### src/rtl/wait_screen_blitter.sv
// Copies a W x H image from ROM into a framebuffer window at (X0,Y0), one pixel per READ/WAIT/WRITE pass.
// Optional colour-key skipping is enabled by defining WAIT_BLIT_TRANSPARENT_EN.
module wait_screen_blitter #(
    parameter int         X0          = 160,
    parameter int         Y0          = 130,
    parameter int         W           = 320,
    parameter int         H           = 220,
    parameter logic [8:0] TRANSPARENT = 9'h1FF
) (
    input  logic        clk,
    input  logic        reset,
    input  logic        start,
    input  logic        abort,
    output logic        busy,
    output logic        done,
    output logic [16:0] rom_address,
    input  logic [8:0]  rom_data,
    output logic [9:0]  fb_x,
    output logic [9:0]  fb_y,
    output logic [8:0]  fb_color,
    output logic        fb_write,
    input  logic        fb_ready
);

`ifdef WAIT_BLIT_TRANSPARENT_EN
    localparam bit KEY_EN = 1'b1;
`else
    localparam bit KEY_EN = 1'b0;
`endif

    typedef enum logic [2:0] {IDLE, READ, WAIT, WRITE, DONE} state_t;

    state_t      state, state_nxt;
    logic [9:0]  x_within, y_within;
    logic [16:0] addr;
    logic        last, handshake, skip, step, clear;

    assign last      = (x_within == 10'(W - 1)) && (y_within == 10'(H - 1));
    assign handshake = (state == WRITE) && fb_ready;
    assign skip      = KEY_EN && (state == WAIT) && (rom_data == TRANSPARENT);
    // The last pixel never advances, so the address stays within W*H-1.
    assign step      = (handshake || skip) && !last;
    assign clear     = (abort && state != IDLE) || (state == DONE);

    assign rom_address = addr;
    assign fb_x        = 10'(X0) + x_within;
    assign fb_y        = 10'(Y0) + y_within;

    always_ff @(posedge clk or posedge reset) begin
        if (reset) state <= IDLE;
        else       state <= state_nxt;
    end

    always_comb begin
        state_nxt = state;
        case (state)
            IDLE:    if (start) state_nxt = READ;
            READ:    state_nxt = WAIT;
            WAIT:    state_nxt = skip ? (last ? DONE : READ) : WRITE;
            WRITE:   if (fb_ready) state_nxt = last ? DONE : READ;
            DONE:    state_nxt = IDLE;
            default: state_nxt = IDLE;
        endcase
        // Abort outranks both start (in IDLE) and a same-cycle handshake.
        if (abort) state_nxt = IDLE;
    end

    always_comb begin
        busy     = (state != IDLE);
        done     = (state == DONE) && !abort;
        fb_write = (state == WRITE) && !abort;
    end

    always_ff @(posedge clk or posedge reset) begin
        if (reset) begin
            x_within <= '0;
            y_within <= '0;
            addr     <= '0;
            fb_color <= '0;
        end else if (clear) begin
            x_within <= '0;
            y_within <= '0;
            addr     <= '0;
        end else begin
            if (state == WAIT) fb_color <= rom_data;
            if (step) begin
                addr <= addr + 17'd1;
                if (x_within == 10'(W - 1)) begin
                    x_within <= '0;
                    y_within <= y_within + 10'd1;
                end else begin
                    x_within <= x_within + 10'd1;
                end
            end
        end
    end

endmodule

### config.mk
export PLATFORM = sky130hd
export DESIGN_NAME = wait_screen_blitter
export DESIGN_NICKNAME = d
export VERILOG_FILES = /design/src/rtl/wait_screen_blitter.sv
export SDC_FILE = /design/constraint.sdc
export NUM_CORES = 1
export LEC_CHECK = 0
export ABC_AREA = 1
export BUFFER_PORTS_ARGS = -buffer_cell sky130_fd_sc_hd__buf_2
export CAP_MARGIN = 20
export CORE_MARGIN = 2
export CORE_UTILIZATION = 51
export DETAILED_ROUTE_END_ITERATION = 6
export GPL_ROUTABILITY_DRIVEN = 0
export PLACE_DENSITY = 0.77
export SKIP_LAST_GASP = 1
export SLEW_MARGIN = 20
export SYNTH_ARGS = -nofsm -noshare
export SYNTH_HDL_FRONTEND = slang
export SYNTH_SLANG_ARGS = --single-unit
### constraint.sdc
create_clock -name clk -period 1.6 [get_ports clk]
set_input_delay 0.08 -clock clk [delete_from_list [all_inputs] [get_ports clk]]
set_output_delay 0.08 -clock clk [all_outputs]
set_load 0.01 [all_outputs]
; After elaboration in Yosys (flattened, before gate mapping)
; Index checks and enable logic that the tools add are counted.
[totals]
regBits = 49
latch_bits = 0
mem_bits_rw = 0
romBits = 0
input_bits = 14
output_inout_bits = 49
wordCells = 48
memories = 0
[op_classes]
n_addsub = 5
n_mul = 0
div_mod_pow = 0
order_cmp = 0
eq_ne = 8
n_shift = 0
mux = 13
bitwise_logic = 1
reduce_logical = 16
[op_table]
columns = cell, n
row1 = two-way mux 10 bit, 6
row2 = two-way mux 17 bit, 2
row3 = adder 10 x 1 -> 10 bit (second input constant), 2
row4 = adder 8 x 10 -> 10 bit (first input constant), 2
row5 = adder 17 x 1 -> 17 bit (second input constant), 1
row6 = two-way mux 3 bit, 4
row7 = case mux 3 bit (4 select lines), 1
row8 = equality test 10 x 8 -> 1 bit (second input constant), 1
row9 = equality test 10 x 9 -> 1 bit (second input constant), 1
row10 = equality test 3 x 2 -> 1 bit (second input constant), 2
row11 = logical AND 1 bit, 6
row12 = != test 3 bit (second input constant), 2
row13 = AND reduction 2 bit, 3
row14 = nonzero test 2 bit, 2
row15 = equality test 3 x 1 -> 1 bit (second input constant), 1
row16 = equality test 3 bit (second input constant), 1
row17 = zero test 3 bit, 1
row18 = nonzero test 3 bit, 1
row19 = zero test 1 bit, 2
row20 = logical OR 1 bit, 1
row21 = NOT 1 bit, 1

; Longest topological paths before layout
[depth]
ltp_word = 6
depth_mapped = 11
ltp_nobuf = 10

; Worst setup path after synthesis
; No wires, ideal clock.
[synth_path]
path_kind = reg-to-reg
from = register x_within[1]
to = register y_within[9]
setup_ns = 0.117
arrival_ns = 1.415
t_required_ns = 1.483
setup_slack_ns = 0.068
stages_incl_launch_ff = 12
path_buffers = 1
synth_period_minus_slack_ns = 1.532
cell_sequence = dfrtp_1 > ha_1 > nand2_2 > nor2_2 > nand2_2 > nor2_8 > nand2_2 > nand2_4 > nand2_4 > buf_6 > nand3_1 > nand2_1
[synth_via]
elab_chain_cells = 6
elab_cells_between_ends = 7
cone_classes = eq/ne: 1 / reduce/logical: 6
[synth_lines]
columns = item, line_no
row1 = start: declaration, 34  ; logic [9:0] x_within, y_within;
row2 = start signal: assignment, 92  ; x_within <= x_within + 10'd1;
row3 = equality test 10 x 9 -> 1 bit (*), "38, 88"
row4 = logical AND 1 bit, 38  ; assign last = (x_within == 10'(W - 1)) && (y_within == 10'(H - 1));
row5 = zero test 1 bit, 42  ; assign step = (handshake || skip) && !last;
row6 = logical AND 1 bit, 42
row7 = nonzero test 2 bit (no line), n/a
row8 = AND reduction 2 bit (no line) (*), n/a
row9 = end signal: assignment, 90  ; y_within <= y_within + 10'd1;
row10 = end: declaration, 34
; Every way passes the cells marked *; elsewhere a longest branch is shown, timed or not.
; A chain may end at the register's enable or synchronous reset.

; Worst setup path in the final report
[layout_path]
from = register x_within[1]
to = register y_within[6]
; The elaborated chain is that of the path after synthesis.

==> results.txt <==
CTS tree: yes
Worst EP arrival: 1900 ps
H-tree Lvls: 2
Max Slew Vio Count: 0
Core Region: 6310 sq um
Post-Syn Area: 3320 sq um
top_reg_cell synth: dfrtp_1
post-route minimum period: 1650 ps
GR Util All Layers: 22.4%
Async SR Flop Fraction: 100%
number of port buffers: 62
post-DR wirelength/cell: 16.2 um
die span in x: 84.7 um
Final nets: 562
Initial Util: 52.6%
syn nets: 447
CTS Sinks: 49
die area: 7170 sq um
drt pass-1 iters: 5
diode count: 0
Routed Antenna Nets: 0
endpoints failing setup: 23
Lkg Pwr: 0.00233 uW
largest net degree at the start of global routing: 31
vias per std cell: 5.66
skew final: 11.6 ps
CTS buffer count: 5
slew margin rel.: 65.4%
hpwl dp: 5680 um
number of global-route vias before repair: 3017
worst min path class: input port to flip-flop
I/O pin count: 63
clock root buffer: clkbuf_8
WP data required: 1850 ps
pwr dens: 692 nW/um^2
Area contributors post-synth: dfrtp_1 37%, nand2_1 14%, nand3_1 7.1%
clock tree buffer depth: 2
RSZ-0062 raised after global routing: yes
area leader, netlist: dfrtp_1
site row count: 29
post-synthesis cell type count: 35
clock latency on the worst-skew pair: 310 ps
Setup CP Type: flip-flop to flip-flop
Total Wirelength: 10100 um
Initial DRC Count: 333
clock-pin slew on the worst setup and hold paths: 100 ps
DRC errors left: 0
Max Cap Viol: 0
Gate Count Post-Synth: 428
Die Span Y: 84.7 um
Fmax: 605 MHz
YS warnings: 0
Vias: 3515
list of most frequent post-synthesis cells: 125 x nand2_1, 49 x dfrtp_1, 47 x nand3_1, 47 x nor2_1, 32 x inv_1
setup ws final: -53.6 ps
Tightest Pin Transition: 518 ps
Final Hold Vio Count: 0
top cell type's share of synthesized area: 36.9%
Setup crit end kind: flip-flop
final period utilization: 103%
Avg Cell Area, Syn: 7.76 sq um
register area share after synthesis: 36.9%
total congestion overflow: 0
Overall Power: 3200 uW
Yosys reg bits: 49
initial antenna violation count: 0
EDFF count, synth: 0
Startpoint Class: flip-flop
Layout area overhead: 39.0%
failing checks: negative setup slack
CP Max Fanout: 7
global-route wire length before repair: 13400 um
maximum VDD drop: 830 uV
outcome: complete, but fails checks
share of post-route cells with drive strength above 1: 46.1%
count leader, synth: nand2_1
worst hold margin: 4.69 ps
==> power breakdown <==
part	switching, uW	total (uW)	internal, uW
combinational	597	978	381
sequential	82.0	1460	1380
clock	455	759	304
total	1130	3200	2060
==> timing repair <==
item                       CTS  global route
setup endpoints to repair   21            42
resized for setup           19            77
pin swaps                    3            48
gates cloned                 0             4
hold endpoints to repair    22             2
buffers inserted            11            25
hold buffers                 1             2
==> logic make-up after synthesis <==
kind of cell    Yosys count  synth area share, %
simple gates            269                 39.8
fa+ha+maj                 5                 1.88
xor+xnor                 21                 5.54
buf+inv                  56                 8.55
compound gates           19                 4.26
mux                       9                 3.05
flops                    49                 36.9
==> layout make-up <==
| type | count | area (sq um) |
|---|---|---|
| well taps | 77 | 96.3 |
| fillers | 422 | 1700 |
| inverters | 37 | 141 |
| repair buffers | 125 | 870 |
| clock inverters | 3 | 17.5 |
| flip-flops and latches | 49 | 1240 |
| multi-input cells | 325 | 2190 |
| clock buffers | 5 | 68.8 |
==> final timing paths <==
path                             start          end  slack (ps)  depth (start not counted)
hold / removal             rom_data[0]  fb_color[0]           5                          2
min in group asynchronous        reset  fb_color[3]         340                          3
setup reg to reg           x_within[1]  y_within[6]         -50                         10
setup / recovery           x_within[1]  y_within[6]         -50                         10
hold reg to reg            fb_color[5]  fb_color[5]         510                          1
max in group asynchronous        reset  x_within[2]         650                          4
==> metal layers <==
layer | global-route usage, % | part of all wire, % | vias to the layer above
met3 | 3.54 | 6.8 | 30
met2 | 38.8 | 53 | 163
met1 | 29.3 | 38 | 1709
met4 | 5.77 | 2.3 | 0
li1 | - | - | 1613
met5 | 0 | 0 | -
==> worst max-delay path, cell delays in order, from the launching register on <==
cell,delay [ps]
dfrtp_1,410
ha_4,180
nand2_4,60
nor2_4,130
nand2_4,80
nor2_8,160
buf_4,130
nand4_1,100
inv_2,180
nand2_1,90
nand2_1,80
==> per-stage QoR <==
stage	cells	setup TNS, ps	setup WS, ps	util (%)	instance area, sq um
2_1_floorplan	428	0	68.4	-	3320
3_3_place_gp	570	0	22.1	59.7	3770
3_5_place_dp	570	-161	-37.2	59.7	3770
4_1_cts	590	-6.67	-3.10	63.9	4040
5_1_grt	621	-2750	-130	73.1	4620
6_report	621	-467	-53.6	73.1	4620
==> flip-flops by register name (all words and copies together) (netlist names) <==
signal and count:
rom_address 17, fb_color 9, y_within 10, state 3, x_within 10
==> placed cells by master (no fill, tap or decap), drive strengths merged <==
cell type,n
a31oi,2
buf,120
nor2,58
clkbuf,7
inv,37
o21bai,5
clkinv,2
a21oi,4
o31ai,1
xnor2,3
nor3,1
nand2,135
dfrtp,49
o21ai,8
nand3,50
xor2,18
mux2,9
clkinvlp,1
dlygate4sd3,3
ha,5
or2,3
nand4,22
nor4,1
(Power assumes the default switching activity.)
